$ cat src/rtl/mdu_issue_ctrl.sv
// rtl/mdu_issue_ctrl.sv - RV32M issue/sequencing controller in front of a multi-cycle mul/div unit
// Optional last-result cache: define MDU_RESULT_REUSE_EN.
module mdu_issue_ctrl #(
  parameter int WIDTH = 32
) (
  input  logic             CLK,
  input  logic             RESET,
  input  logic             req_valid,
  input  logic [2:0]       req_funct3,
  input  logic [WIDTH-1:0] req_rs1,
  input  logic [WIDTH-1:0] req_rs2,
  input  logic             flush,
  output logic             stall,
  output logic             resp_valid,
  output logic [WIDTH-1:0] resp_data,
  output logic             mc_start,
  output logic [1:0]       mc_op,
  output logic [WIDTH-1:0] mc_op1,
  output logic [WIDTH-1:0] mc_op2,
  input  logic             mc_busy,
  input  logic [WIDTH-1:0] mc_result1,
  input  logic [WIDTH-1:0] mc_result2
);

  typedef enum logic [2:0] {IDLE, ISSUE, WAIT, DRAIN, DONE} state_t;

  localparam logic [WIDTH-1:0] MIN_NEG  = {1'b1, {(WIDTH-1){1'b0}}};
  localparam logic [WIDTH-1:0] ALL_ONES = '1;

  state_t state;
  logic   sel_hi;
  logic   neg_fixup;

  logic             accept;
  logic             is_div;
  logic             div_zero;
  logic             div_ovf;
  logic             bypass;
  logic             hi_in;
  logic             neg_in;
  logic [1:0]       op_in;
  logic [WIDTH-1:0] op1_in;
  logic [WIDTH-1:0] bypass_data;

  // Select the requested word from the 64-bit unit result, undoing the |rs1| trick for MULHSU.
  function automatic logic [WIDTH-1:0] pick(input logic [WIDTH-1:0] r1, input logic [WIDTH-1:0] r2,
                                            input logic neg, input logic hi);
    logic [2*WIDTH-1:0] full;
    full = {r2, r1};
    if (neg) full = -full;
    return hi ? full[2*WIDTH-1:WIDTH] : full[WIDTH-1:0];
  endfunction

  always_comb begin
    is_div   = req_funct3[2];
    div_zero = is_div && (req_rs2 == '0);
    div_ovf  = is_div && !req_funct3[0] && (req_rs1 == MIN_NEG) && (req_rs2 == ALL_ONES);
    bypass   = div_zero || div_ovf;
    hi_in    = is_div ? req_funct3[1] : (req_funct3[1:0] != 2'b00);
    neg_in   = (req_funct3 == 3'b010) && req_rs1[WIDTH-1];
    if (is_div) op_in = {1'b1, req_funct3[0]};
    else        op_in = (req_funct3[1:0] == 2'b01) ? 2'b00 : 2'b01;
    op1_in   = neg_in ? -req_rs1 : req_rs1;
    if (div_zero) bypass_data = hi_in ? req_rs1 : ALL_ONES;
    else          bypass_data = hi_in ? '0 : MIN_NEG;
    accept   = (state == IDLE) && req_valid && !mc_busy && !flush;
  end

`ifdef MDU_RESULT_REUSE_EN
  logic             cache_valid;
  logic [1:0]       cache_op;
  logic [WIDTH-1:0] cache_op1;
  logic [WIDTH-1:0] cache_op2;
  logic             cache_neg;
  logic [WIDTH-1:0] cache_r1;
  logic [WIDTH-1:0] cache_r2;
  logic             cache_hit;

  // Keyed on issued operands: |rs1| plus the fixup flag identifies rs1 uniquely.
  assign cache_hit = cache_valid && (cache_op == op_in) && (cache_op1 == op1_in) &&
                     (cache_op2 == req_rs2) && (cache_neg == neg_in);
`endif

  assign mc_start   = (state == ISSUE);
  assign stall      = (state == ISSUE) || (state == WAIT) || (state == DRAIN) ||
                      ((state == IDLE) && req_valid);
  assign resp_valid = (state == DONE) && !flush;

  always_ff @(posedge CLK) begin
    if (!RESET) begin
      state     <= IDLE;
      mc_op     <= 2'b00;
      mc_op1    <= '0;
      mc_op2    <= '0;
      resp_data <= '0;
      sel_hi    <= 1'b0;
      neg_fixup <= 1'b0;
`ifdef MDU_RESULT_REUSE_EN
      cache_valid <= 1'b0;
      cache_op    <= 2'b00;
      cache_op1   <= '0;
      cache_op2   <= '0;
      cache_neg   <= 1'b0;
      cache_r1    <= '0;
      cache_r2    <= '0;
`endif
    end else begin
      case (state)
        IDLE: begin
          if (accept) begin
            mc_op     <= op_in;
            mc_op1    <= op1_in;
            mc_op2    <= req_rs2;
            sel_hi    <= hi_in;
            neg_fixup <= neg_in;
            if (bypass) begin
              resp_data <= bypass_data;
              state     <= DONE;
            end
`ifdef MDU_RESULT_REUSE_EN
            else if (cache_hit) begin
              resp_data <= pick(cache_r1, cache_r2, neg_in, hi_in);
              state     <= DONE;
            end
`endif
            else begin
              state <= ISSUE;
            end
          end
        end
        ISSUE: state <= flush ? DRAIN : WAIT;
        WAIT: begin
          if (flush) begin
            state <= DRAIN;
          end else if (!mc_busy) begin
            resp_data <= pick(mc_result1, mc_result2, neg_fixup, sel_hi);
            state     <= DONE;
`ifdef MDU_RESULT_REUSE_EN
            cache_valid <= 1'b1;
            cache_op    <= mc_op;
            cache_op1   <= mc_op1;
            cache_op2   <= mc_op2;
            cache_neg   <= neg_fixup;
            cache_r1    <= mc_result1;
            cache_r2    <= mc_result2;
`endif
          end
        end
        DRAIN: if (!mc_busy) state <= IDLE;
        DONE:  state <= IDLE;
        default: state <= IDLE;
      endcase
`ifdef MDU_RESULT_REUSE_EN
      if (flush) cache_valid <= 1'b0;
`endif
    end
  end

endmodule
$ cat config.mk
export PLATFORM = sky130hd
export DESIGN_NAME = mdu_issue_ctrl
export DESIGN_NICKNAME = d
export VERILOG_FILES = /design/src/rtl/mdu_issue_ctrl.sv
export SDC_FILE = /design/constraint.sdc
export NUM_CORES = 1
export LEC_CHECK = 0
export CAP_MARGIN = 40
export CORE_MARGIN = 2
export CORE_UTILIZATION = 51
export DETAILED_ROUTE_END_ITERATION = 16
export GPL_TIMING_DRIVEN = 0
export MAX_ROUTING_LAYER = met4
export PLACE_DENSITY = 0.95
export SYNTH_ARGS = -nofsm -noshare
export SYNTH_HDL_FRONTEND = slang
export SYNTH_SLANG_ARGS = --single-unit
$ cat constraint.sdc
create_clock -name CLK -period 4.49 [get_ports CLK]
set_clock_uncertainty 0.1 [all_clocks]
set_input_delay 0.449 -clock CLK [delete_from_list [all_inputs] [get_ports CLK]]
set_output_delay 0.449 -clock CLK [all_outputs]
set_load 0.1 [all_outputs]
==> results of run 1 <==
## cell families after synthesis
family	Yosys count	share of synthesized area, %
fa+ha+maj	2	0.3537
mux	29	4.174
xor+xnor	55	6.809
buf+inv	81	4.386
flops	103	29.15
simple gates	416	28.49
compound gates	299	26.64
## metal layers
layer / GRT usage (%) / GRT overflow
met1: 72.61 / 0
met2: 89.42 / 4
met3: 54.03 / 0
met4: 69.04 / 2
met5: - / -
## synth_stat cells, types with 15 or more instances
| master | n | area [µm²] |
|---|---|---|
| mux2i_1 | 25 | 250.2 |
| a21oi_1 | 100 | 500.5 |
| nand2_1 | 121 | 454.2 |
| xor2_1 | 32 | 280.3 |
| nor2_1 | 121 | 454.2 |
| clkbuf_1 | 52 | 195.2 |
| nand4_1 | 16 | 100.1 |
| o31ai_1 | 17 | 127.6 |
| nor4_1 | 24 | 150.1 |
| o22ai_1 | 15 | 93.84 |
| dfxtp_1 | 103 | 2062 |
| a211oi_1 | 25 | 187.7 |
| nor3_1 | 29 | 145.1 |
| nand3_1 | 26 | 130.1 |
| o21ai_0 | 65 | 325.3 |
| xnor2_1 | 23 | 201.4 |
## metrics by stage
stage | area (µm²) | setup slack, ns
CTS | 11860 | 0.1651
detailed placement | 11580 | -0.01536
floorplan | 7074 | 1.408
global placement | 9652 | 0.2252
==> results.sh, run 1 <==
export IMPL_dpl_hpwl_um=33490
export IMPL_gr_total_overflow=6
export IMPL_firstError="[ERROR GRT-0116] Global routing finished with congestion. Check the congestion regions in the DRC Viewer."
export IMPL_synth_edff_count=0
export IMPL_die_height_um=121.8
export IMPL_die_x_um=121.8
export IMPL_cts_buffers=9
export IMPL_first_global_vias=12560
export IMPL_root_buffer="clkbuf_16"
export IMPL_cts_sinks=103
export IMPL_synth_seq_area_share_pct=29.15
export IMPL_grt_usage_pct=72.96
export IMPL_portBuffers=235
export IMPL_yosysWarnings=0
export IMPL_synth_ff_type="dfxtp_1"
export IMPL_placedCellCount=1505
export IMPL_globalplace_congestion=1.165
export IMPL_syn_avg_cell_area_um2=7.182
export IMPL_io_pins=237
export IMPL_post_cts_setup_buffer_count=0
export IMPL_haltStage="global routing"
export IMPL_htree_levels=3
export IMPL_grt_max_degree=19
export IMPL_status="did not finish"
export IMPL_ctsLongestPathBuffers=2
export IMPL_num_rows=43
export IMPL_ys_async_sr_fraction_pct=0
export IMPL_synthCells=985
export IMPL_synth_cell_type_count=69
export IMPL_start_util_pct=51.56
export IMPL_cts_repair_resized=0
export IMPL_syn_nets=1123
export IMPL_hold_buffers=0
export IMPL_synth_seq_cells=103
export IMPL_synth_cell_area_um2=7074
export IMPL_grt_first_pass_wirelength_um=78740
==> run 2: changes to the inputs <==
--- a/config.mk
+++ b/config.mk
@@ -7,11 +7,10 @@
 export LEC_CHECK = 0
 export CAP_MARGIN = 40
 export CORE_MARGIN = 2
-export CORE_UTILIZATION = 51
+export CORE_UTILIZATION = 38
 export DETAILED_ROUTE_END_ITERATION = 16
 export GPL_TIMING_DRIVEN = 0
-export MAX_ROUTING_LAYER = met4
-export PLACE_DENSITY = 0.95
+export PLACE_DENSITY_LB_ADDON = 0.15
 export SYNTH_ARGS = -nofsm -noshare
 export SYNTH_HDL_FRONTEND = slang
 export SYNTH_SLANG_ARGS = --single-unit
==> run 2 against run 1 <==
The flow now finishes without violations. Area after synthesis did not move. Synthesized cell count did not move.
==> results.sh, run 2 <==
export IMPL_maxSlewHeadroom_pct=39.87
export IMPL_critPathBufInv=3
export IMPL_globalplace_congestion=1.011
export IMPL_antenna_found_initial=0
export IMPL_report_power_total_mw=4.243
export IMPL_coreArea_um2=18090
export IMPL_cpMaxStageDelayCell="nor4_2"
export IMPL_gr_total_overflow=0
export IMPL_cp_required_ns=4.62
export IMPL_status="finished, final reports clean"
export IMPL_whs_ns=0.3561
export IMPL_rr_startpoint="state[1]"
export IMPL_worst_slack_ns=0.2684
export IMPL_drt_pass1_iterations=6
export IMPL_synth_seq_cells=103
export IMPL_startpoint_type="input pin"
export IMPL_drive_gt1_share_pct=10.91
export IMPL_synth_cell_type_count=69
export IMPL_syn_nets=1123
export IMPL_postRouteAntennaNets=0
export IMPL_rsz0062_at_grt="no"
export IMPL_yosysWarnings=0
export IMPL_routed_via_count=9490
export IMPL_pre_cts_ws_ns=0.07709
export IMPL_drt_drc_violations_left=0
export IMPL_synth_cell_area_um2=7074
export IMPL_routedWlPerCell_um=22.52
export IMPL_synth_common_cells="nand2_1, nor2_1, dfxtp_1"
export IMPL_start_util_pct=39.11
export IMPL_die_area_um2=19720
export IMPL_grt_usage_pct=35.08
export IMPL_ctsLongestPathBuffers=2
export IMPL_htree_levels=3
export IMPL_wirelength_um=35290
export IMPL_syn2layout_area_growth_pct=68.78
export IMPL_num_rows=49
export IMPL_clk_pin_slew_ns=0.08
export IMPL_root_buffer="clkbuf_16"
export IMPL_synthTopCellsByArea="dfxtp_1, a21oi_1, nand2_1, nor2_1, o21ai_0"
export IMPL_setup_tns_ns=0
export IMPL_fin_nets=1471
export IMPL_dpl_hpwl_um=28490
export IMPL_startpoint="req_rs1[0]"
export IMPL_max_cap_viol_count=0
export IMPL_slew_violations=0
export IMPL_drt_iter0_drc=1022
export IMPL_synth_seq_area_share_pct=29.15
export IMPL_synth_top_area_cell="dfxtp_1"
export IMPL_hold_path_class="flop to flop"
export IMPL_reg_top3="mc_op1 (32), mc_op2 (32), resp_data (32)"
export IMPL_stdcell_area_um2=11940
export IMPL_cp_top_family="simple AND/OR/NAND/NOR gates"
export IMPL_r2r_slack_ns=1.29
export IMPL_r2r_cells=8
export IMPL_timing_fmax_mhz=236.9
export IMPL_finalCriticalPeriod_ns=4.222
export IMPL_path_depth=11
export IMPL_yosysTopAreaCellShare_pct=29.15
export IMPL_final_cell_mix="clkdlybuf4s50_1, nor2_1, nand2_1"
export IMPL_via_per_inst=6.056
export IMPL_cts_buffers=9
export IMPL_cts_repair_resized=0
export IMPL_syn_avg_cell_area_um2=7.182
export IMPL_antennaDiodeCount=0
export IMPL_arrival_ns=4.35
export IMPL_cp_end_kind="flop"
export IMPL_synth_edff_count=0
export IMPL_path_class="input pin to flop"
export IMPL_r2r_end="mc_op2[19]"
export IMPL_first_global_vias=9150
export IMPL_die_x_um=140.4
export IMPL_worst_slew_pin_slew_ns=0.8936
export IMPL_place_area_um2=11610
export IMPL_ys_async_sr_fraction_pct=0
export IMPL_crit_chain="clkdlybuf4s50_1, inv_1, ha_1, or4b_1, nand3b_1, nor4_2, nand4_1, a31o_2, buf_2, nor4_1, nor3_1"
export IMPL_post_cts_setup_buffer_count=0
export IMPL_final_common_cell="clkdlybuf4s50_1"
export IMPL_finalCritPeriodShare_pct=94.02
export IMPL_io_pins=237
export IMPL_tritoncts="yes"
export IMPL_cts_sinks=103
export IMPL_ir_drop_uv=340.7
export IMPL_finalHoldViolCount=0
export IMPL_endpoint="resp_data[0]"
export IMPL_cp_max_fo=10
export IMPL_synth_ff_type="dfxtp_1"
export IMPL_portBuffers=235
export IMPL_grt_max_degree=18
export IMPL_p_leak_nw=3.996
export IMPL_hp_start="mc_op2[18]"
export IMPL_worst_skew_pair_late_latency_ns=0.36
export IMPL_placedCellCount=1551
export IMPL_p_per_area_nw_per_um2=355.4
export IMPL_die_height_um=140.4
export IMPL_grt_first_pass_wirelength_um=53710
export IMPL_finalNonFillerCells=1567
export IMPL_critical_path_max_stage_delay_ns=0.68
export IMPL_fin_util_pct=66.02
export IMPL_hold_buffers=0
export IMPL_synthCells=985
export IMPL_setup_viol=0
run 2: cell counts after synthesis:
Identical to the previous run, type by type.
run 2: cells by family (layout without fill, tap and decap cells):
| family | after synthesis | after routing | synth area share, % |
|---|---|---|---|
| flops | 103 | 103 | 29.15 |
| buf+inv | 81 | 434 | 4.386 |
| xor+xnor | 55 | 55 | 6.809 |
| mux | 29 | 29 | 4.174 |
| compound gates | 299 | 299 | 26.64 |
| simple gates | 416 | 416 | 28.49 |
| fa+ha+maj | 2 | 2 | 0.3537 |
run 2: power by group:
| part | leakage, nW | switching, mW | internal, mW |
|---|---|---|---|
| clock | 0.158 | 0.372 | 0.511 |
| combinational | 3.00 | 1.45 | 0.825 |
| sequential | 0.836 | 0.0666 | 1.02 |
| total | 4.00 | 1.89 | 2.35 |
run 2: metal layers:
metal	global-route usage, %	share of wire (%)
met5	0	0
met4	14.04	4.3
met3	7.624	9.9
met2	57.69	46
met1	44.77	39
run 2: worst min-delay path by stage:
stage	slack [ns]	depth (start not counted)	to
after global routing	0.37	2	mc_op2[23]
after floorplan	0.42	1	state[1]
final	0.36	2	mc_op2[18]
after CTS	0.36	2	mc_op2[18]
after global placement	0.34	2	mc_op2[20]
after detailed placement	0.35	2	mc_op2[18]
run 2: area by class of cell:
class,instances,area [µm²]
buffer,67,257.7
clock buffer,11,242.7
clock inverter,5,87.58
fill,1510,6146
inverter,14,52.55
multi-input combinational,801,4702
sequential,103,2062
tap,229,286.5
timing repair buffer,337,4249
run 2: tightest hold or removal path: stages, from the launching register on:
cell and delay, ns:
dfxtp_1 0.31, nand2_1 0.05, a21oi_1 0.05
No activity file was read; power rests on OpenSTA's default activity.
